`src/rtl/regfile_pkg.sv`:
```
// Shared constants and helpers for the multi-port register file and its scoreboard.
package regfile_pkg;

  localparam int DEF_DATA_W = 32;
  localparam int DEF_ADDR_W = 5;
  localparam int MAX_RD     = 4;

  // Widest entry the parity helper covers; narrower data is zero-extended by the caller.
  localparam int PAR_MAX_W  = 64;

  // Even parity bit: data plus this bit always holds an even number of ones.
  function automatic logic even_parity(input logic [PAR_MAX_W-1:0] d);
    return ^d;
  endfunction

endpackage

```
`src/rtl/regfile_scoreboard.sv`:
```
// Per-register busy bits for long-latency writebacks: set on issue, cleared by the write.
module regfile_scoreboard
  import regfile_pkg::*;
#(
  parameter int ADDR_W   = DEF_ADDR_W,
  parameter int NUM_RD   = 2,
  parameter int ZERO_REG = 1
) (
  input  logic                     clk,
  input  logic                     rst_n,
  input  logic                     sb_set,
  input  logic [ADDR_W-1:0]        sb_addr,
  input  logic                     wr_en,
  input  logic [ADDR_W-1:0]        wr_addr,
  input  logic [NUM_RD*ADDR_W-1:0] rd_addr,
  output logic [NUM_RD-1:0]        rd_busy,
  output logic                     any_busy
);

  localparam int DEPTH = 2 ** ADDR_W;

  logic [DEPTH-1:0] busy;
  logic [DEPTH-1:0] busy_nxt;
  logic             set_ok;

  assign set_ok = sb_set && !((ZERO_REG != 0) && (sb_addr == '0));

  // Set is applied after clear so a new issue wins over a same-cycle writeback.
  always_comb begin
    busy_nxt = busy;
    if (wr_en)  busy_nxt[wr_addr] = 1'b0;
    if (set_ok) busy_nxt[sb_addr] = 1'b1;
  end

  always_ff @(posedge clk or negedge rst_n) begin
    if (!rst_n) busy <= '0;
    else        busy <= busy_nxt;
  end

  for (genvar i = 0; i < NUM_RD; i++) begin : g_rd_busy
    assign rd_busy[i] = busy[rd_addr[i*ADDR_W +: ADDR_W]];
  end

  assign any_busy = |busy;

endmodule

```
`src/rtl/regfile_mp.sv`:
```
// Parametrised multi-read-port register file with write-first bypass and busy scoreboard.
// Optional stored even parity per entry is enabled with `define REGFILE_PARITY_EN.
module regfile_mp
  import regfile_pkg::*;
#(
  parameter int DATA_W   = DEF_DATA_W,
  parameter int ADDR_W   = DEF_ADDR_W,
  parameter int NUM_RD   = 2,
  parameter int ZERO_REG = 1
) (
  input  logic                     clk,
  input  logic                     rst_n,
  input  logic [NUM_RD*ADDR_W-1:0] rd_addr,
  output logic [NUM_RD*DATA_W-1:0] rd_data,
  output logic [NUM_RD-1:0]        rd_busy,
  input  logic                     wr_en,
  input  logic [ADDR_W-1:0]        wr_addr,
  input  logic [DATA_W-1:0]        wr_data,
  input  logic                     sb_set,
  input  logic [ADDR_W-1:0]        sb_addr,
  output logic                     any_busy
`ifdef REGFILE_PARITY_EN
  ,
  output logic [NUM_RD-1:0]        rd_perr,
  input  logic                     perr_inject
`endif
);

  localparam int DEPTH = 2 ** ADDR_W;

  // Interface contract: no handshake. wr_en is a single-cycle strobe that writes and retires
  // the register's outstanding op at the rising edge; sb_set is a single-cycle issue strobe;
  // reads are combinational every cycle and consumers stall while rd_busy is high.
  logic [DATA_W-1:0] mem [DEPTH];
  logic              wr_ok;

  assign wr_ok = wr_en && !((ZERO_REG != 0) && (wr_addr == '0));

  always_ff @(posedge clk or negedge rst_n) begin
    if (!rst_n) begin
      for (int r = 0; r < DEPTH; r++) mem[r] <= '0;
    end else if (wr_ok) begin
      mem[wr_addr] <= wr_data;
    end
  end

  logic [ADDR_W-1:0] ra     [NUM_RD];
  logic [NUM_RD-1:0] bypass;
  logic [NUM_RD-1:0] is_zero;

  // Bypass is suppressed under reset since the write it forwards is never committed.
  for (genvar i = 0; i < NUM_RD; i++) begin : g_rd
    assign ra[i]      = rd_addr[i*ADDR_W +: ADDR_W];
    assign bypass[i]  = rst_n && wr_en && (wr_addr == ra[i]);
    assign is_zero[i] = (ZERO_REG != 0) && (ra[i] == '0);
    assign rd_data[i*DATA_W +: DATA_W] = is_zero[i] ? '0 :
                                         bypass[i]  ? wr_data : mem[ra[i]];
  end

`ifdef REGFILE_PARITY_EN
  logic [DEPTH-1:0] par;

  always_ff @(posedge clk or negedge rst_n) begin
    if (!rst_n) begin
      par <= '0;
    end else if (wr_ok) begin
      par[wr_addr] <= even_parity(PAR_MAX_W'(wr_data)) ^ perr_inject;
    end
  end

  for (genvar i = 0; i < NUM_RD; i++) begin : g_perr
    assign rd_perr[i] = !is_zero[i] && !bypass[i] &&
                        (par[ra[i]] != even_parity(PAR_MAX_W'(mem[ra[i]])));
  end
`endif

  regfile_scoreboard #(
    .ADDR_W   (ADDR_W),
    .NUM_RD   (NUM_RD),
    .ZERO_REG (ZERO_REG)
  ) u_sb (
    .clk      (clk),
    .rst_n    (rst_n),
    .sb_set   (sb_set),
    .sb_addr  (sb_addr),
    .wr_en    (wr_en),
    .wr_addr  (wr_addr),
    .rd_addr  (rd_addr),
    .rd_busy  (rd_busy),
    .any_busy (any_busy)
  );

endmodule
```
`config.mk`:
```
export PLATFORM = sky130hd
export DESIGN_NAME = regfile_mp
export DESIGN_NICKNAME = d
export VERILOG_FILES = /design/src/rtl/regfile_pkg.sv /design/src/rtl/regfile_scoreboard.sv /design/src/rtl/regfile_mp.sv
export SDC_FILE = /design/constraint.sdc
export NUM_CORES = 2
export LEC_CHECK = 0
export ABC_CLOCK_PERIOD_IN_PS = 3700
export BUFFER_PORTS_ARGS = -buffer_cell sky130_fd_sc_hd__buf_2
export CAP_MARGIN = 20
export CORE_MARGIN = 3
export CORE_UTILIZATION = 50
export CTS_CLUSTER_SIZE = 24
export DETAILED_ROUTE_END_ITERATION = 10
export PLACE_DENSITY = 0.63
export REMOVE_ABC_BUFFERS = 1
export SYNTH_ARGS = -nofsm -noshare
export SYNTH_HDL_FRONTEND = slang
export SYNTH_SLANG_ARGS = --single-unit
```
`constraint.sdc`:
```
create_clock -name clk -period 3.7 [get_ports clk]
set_input_delay 0.74 -clock clk [delete_from_list [all_inputs] [get_ports clk]]
set_output_delay 0.74 -clock clk [all_outputs]
set_load 0.01 [all_outputs]
```
After elaboration in Yosys (flattened, before gate mapping)

Cells that the tools add are included.

Magnitude comparators: 10
Bitwise operators: 6
Eq/ne operators: 2
Reductions and logical operators: 15
Muxes and demuxes: 23

Operator list:

| kind                 | count |
|---|---|
| $bwmux W1024         | 1 |
| $mux W32             | 11 |
| $bmux W32 S5         | 2 |
| $demux W32 S5        | 1 |
| $and A32 B32 Y32     | 1 |
| $not A32 Y32         | 1 |
| $or A32 B32 Y32      | 1 |
| $reduce_or A32 Y1    | 1 |
| $lt A5 B6 Y1 const B | 4 |
| $logic_not A5 Y1     | 4 |
| $ge A6 B6 Y1 const B | 3 |
| $not A5 Y6           | 3 |
| $bmux W1 S5          | 2 |
| $demux W1 S5         | 2 |
| $eq A5 B5 Y1         | 2 |
| $ge A5 B1 Y1 const B | 2 |
| $logic_and A1 B1 Y1  | 8 |
| $lt A6 B1 Y1 const B | 1 |
| $mux W1              | 4 |
| $logic_not A1 Y1     | 2 |

Output and inout port bits: 67
Logic and storage cells: 89
Input bits: 56
Bits in registers: 1056

Depth between registers and ports, before layout

Word-level depth: 9
Depth in mapped cells: 10
Gate-level depth less buffers: 5

Cells and area by module

A second synthesis with hierarchy kept.

Cells, all modules: 3943
Area, all modules: 56575.5 um2

By module, submodules not included:

| module             | instances | area each (um2) | cells an instance |
|---|---|---|---|
| regfile_mp         | 1         | 54561.1         | 3726 |
| regfile_scoreboard | 1         | 2014.4          | 217 |

Worst setup path before layout

Ideal clock, no wire load.

Path type: input to output
Start: in rd_addr[0]
End: out rd_data[0]
Stages: 7
Path slack: 0.496 ns
Data arrival time: 2.464 ns
Data required time: 2.960 ns
Path buffers: 3
Cells stage by stage: buf_2 > buf_6 > buf_2 > mux4_2 > a211oi_1 > a21oi_1 > a221o_1

Longest elaborated chain between the ends: 6

Ends and longest elaborated chain:

| element                                      | RTL line         | source |
|---|---|---|
| start: declaration                           | regfile_mp.sv:13 | `input logic [NUM_RD*ADDR_W-1:0] rd_addr,` |
| $not A5 Y6 (implied by the code)             | regfile_mp.sv:57 | `bypass[i] ? wr_data : mem[ra[i]];` |
| $bmux W32 S5                                 | regfile_mp.sv:57 |  |
| $mux W32 (implied by the code) (2 in series) | regfile_mp.sv:57 |  |
| $mux W32                                     | regfile_mp.sv:57 |  |
| $mux W32 *                                   | regfile_mp.sv:56 | `assign rd_data[i*DATA_W +: DATA_W] = is_zero[i] ? '0 :` |
| end: declaration                             | regfile_mp.sv:14 | `output logic [NUM_RD*DATA_W-1:0] rd_data,` |

Mark *: on every way between the ends. The rest lies on a longest branch, timed or not. The select of a mux whose other input is x is not followed.

Worst setup path in the final report

Start: in rd_addr[6]
End: out rd_data[36]

The elaborated chain is that of the path after synthesis.

==> flow_summary_export.csv <==
group,metric,value,unit
pwr,powerDensity,533,nW/um2
place,gp_congestion,0.824,
synthesis,yosysTopAreaCellShare,46.4,%
detailed_routing,route.detailed.drc,0,
place,portBuffers,122,
setup_path,cp.required,2.96,ns
timing,min_period,3.67,ns
synthesis,ys_seq_area_share,46.4,%
pwr,internal_power,25.1,mW
pwr,leakagePower,28.2,nW
run_status,status,"finished, final reports clean",
synthesis,yosys-top-cells-area,"dfrtp_1, mux2_2, mux4_2",
pwr,swShare,27.1,%
die,fp.dieH,343,um
global_route,grtUsageMet1,42.3,%
synthesis,synth_most_common_cell,"dfrtp_1",
final_layout,syn2layout_area_growth,13.8,%
synthesis,yosysWarningCount,0,
setup_path,crit_fanout,16,
die,chipWidth,343,um
setup_path,cp-end-kind,"output port",
final_layout,nNetsFinal,4052,
cts,numCtsBuffers,116,
global_route,antenna_found_initial,4,
global_route,grt-ovfl-total,0,
timing,rsz0062_at_grt,"yes",
detailed_routing,wire_per_inst,31.4,um
synthesis,yosysTopAreaCell,"dfrtp_1",
detailed_routing,detail-route-antenna-nets,0,
detailed_routing,wl,176000,um
timing,worst_pin_slew,1.09,ns
detailed_routing,drtPass1Iterations,6,
setup_path,path_cells,"buf_8, nor3b_2, a221oi_1, o211ai_1, nand4_1, o211a_1, buf_2",
setup_path,max_stage_delay,0.93,ns
final_layout,drive_gt1_share,50.6,%
final_layout,regArea,26400,um2
setup_path,cp.depth,7,
setup_path,critPathTopFamily,"simple AND/OR/NAND/NOR gates",
pwr,combPwrFrac,20.5,%
die,die_area,118000,um2
synthesis,synth_cell_types,53,
min_path,hp-class,"in2async",
pwr,p_seq_share,44.5,%
place,placed_area,60500,um2
synthesis,async_flop_share,100,%
place,dp.cells,5363,
job,drv_cap,0,
synthesis,syn-mean-instance-area,14.4,um2
timing,drv_slew,0,
timing,post-route-period-util,99.2,%
pwr,ir_worst_vdd,0.405,mV
cts,htree_levels,3,
pwr,netSwitchingPower,9.35,mW
setup_path,crit_arrival,2.93,ns
pwr,fin_total_pwr,34.5,mW
global_route,grt_pass1_vias,38205,
timing,fin_skew,0,ns
cts,cts_tree,"built",
detailed_routing,vias,37525,
global_route,grtUsageTotal,30.0,%
global_route,grt_pass1_wl,262000,um
final_layout,multiInputGateArea,28700,um2
cts,root_buffer,"clkbuf_16",
place,pre_cts_ws,-0.0394,ns
pwr,p_clk_share,34.9,%
detailed_routing,first_iter_violations,3259,
synthesis,synth-seq-cells,1056,
global_route,top_usage_layer,"met2",
die,initial_core_util,50.5,%
timing,relSlewSlack,26.8,%
die,ios,123,
final_layout,final_cells,5590,
timing,hold_violations,0,
cts,clkLatencyLatePin,0.71,ns
setup_path,worstSetupStartpointType,"primary input",
synthesis,synth-edff-count,0,
setup_path,crit_buf_inv,2,
cts,clkTransAtPathRegs,0.06,ns
synthesis,syn_inst,3942,
die,fp-row-count,123,
cts,cts.sinks,1056,
place,hpwl,105000,um
final_layout,stdcell_area,64800,um2
setup_path,worstSetupPathType,"in2out",
cts,ctsHoldBuffers,0,
die,coreArea,113000,um2
setup_path,critPathSlowestCell,"nor3b_2",
setup_path,rr_worst_depth,1,
timing,setup_ws,0.0313,ns
timing,setup_viol,0,
cts,cts_buffer_depth,3,
synthesis,ys_top_cells_by_count,"dfrtp_1, mux2_2, mux4_2",
synthesis,netlist_area,56900,um2
synthesis,synthFlopType,"dfrtp_1",
timing,setup_tns,0,ns
detailed_routing,vias_per_cell,6.71,
global_route,use_met2,47.4,%
global_route,grt_max_degree,162,
final_layout,fillers,8941,
global_route,use_met3,5.43,%
timing,fmax,273,MHz
per-layer routing:
layer / up-vias / share of wire, %
li1: 15472 / -
met1: 20253 / 42
met2: 1443 / 47
met3: 355 / 7.1
met4: 2 / 3.6
met5: - / 0.0080
power by group through the flow:
stage	Sequential (mW)	Combinational (mW)	Clock (mW)
floorplan	15.0	4.87	0
global route	15.7	7.62	12.7
detailed placement	15.5	7.03	0
finish	15.4	7.08	12.1
CTS	15.3	7.06	12.3
global placement	15.4	6.90	0
layout by cell type (no fill, tap or decap), drive strengths merged, types with 38 or more instances in the layout:
cell type | Yosys | routed
a22oi | 48 | 48
dfrtp | 1056 | 1056
o21ai | 83 | 83
a21oi | 69 | 69
clkbuf | 250 | 172
nor2b | 38 | 38
nand2 | 62 | 62
nor2 | 41 | 41
mux2 | 992 | 992
mux4 | 434 | 434
buf | 201 | 384
mux2i | 240 | 240
a22o | 44 | 44
a211oi | 41 | 41
a221oi | 87 | 87
a221o | 41 | 41
through the flow:
| step | hold slack, ns | util (%) |
|---|---|---|
| 2_1_floorplan | 0.365 | - |
| 3_3_place_gp | 0.377 | 53.6 |
| 3_5_place_dp | 0.382 | 53.7 |
| 4_1_cts | 0.116 | 57.2 |
| 5_1_grt | 0.129 | 57.4 |
| 6_report | 0.104 | 57.4 |
worst paths after layout:
| check | start | endpoint | slack [ns] |
|---|---|---|---|
| worst max-delay path | rd_addr[6] | rd_data[36] | 0.03 |
| worst min-delay path | rst_n | u_sb.busy[0]$_DFF_PN0_ | 0.10 |
| worst max register to register | mem[495]$_DFFE_PN0P_ | mem[495]$_DFFE_PN0P_ | 2.90 |
| worst min register to register | mem[997]$_DFFE_PN0P_ | mem[997]$_DFFE_PN0P_ | 0.39 |
| max in group asynchronous | rst_n | mem[312]$_DFFE_PN0P_ | 1.37 |
| min in group clk | wr_data[22] | mem[886]$_DFFE_PN0P_ | 0.37 |
final cells by class:
cell class	count	area share, %
multi-input cells	2433	44.4
diodes	3	0.0116
inverters	2	0.0116
repair buffers	387	5.78
clock buffers	169	5.28
well taps	1500	2.90
flip-flops and latches	1056	40.8
clock inverters	40	0.850
flip-flops by register name (all words and copies together) (netlist names):
name	flops
mem	1024
u_sb.busy	32
cells by family after synthesis:
kind of cell,Yosys count,share of synthesized area (%)
mux,1666,41.0
buf+inv,453,3.62
flops,1056,46.4
simple gates,269,2.52
compound gates,489,6.30
xor+xnor,9,0.138
what timing repair did:
item,CTS,global route
resized for setup,1,23
endpoints found under the hold margin,0,0
cloned,0,1
pin swaps,0,2
setup endpoints to repair,1,20
buffers inserted,0,14
Note: power is estimated with default switching activity, not from simulation.
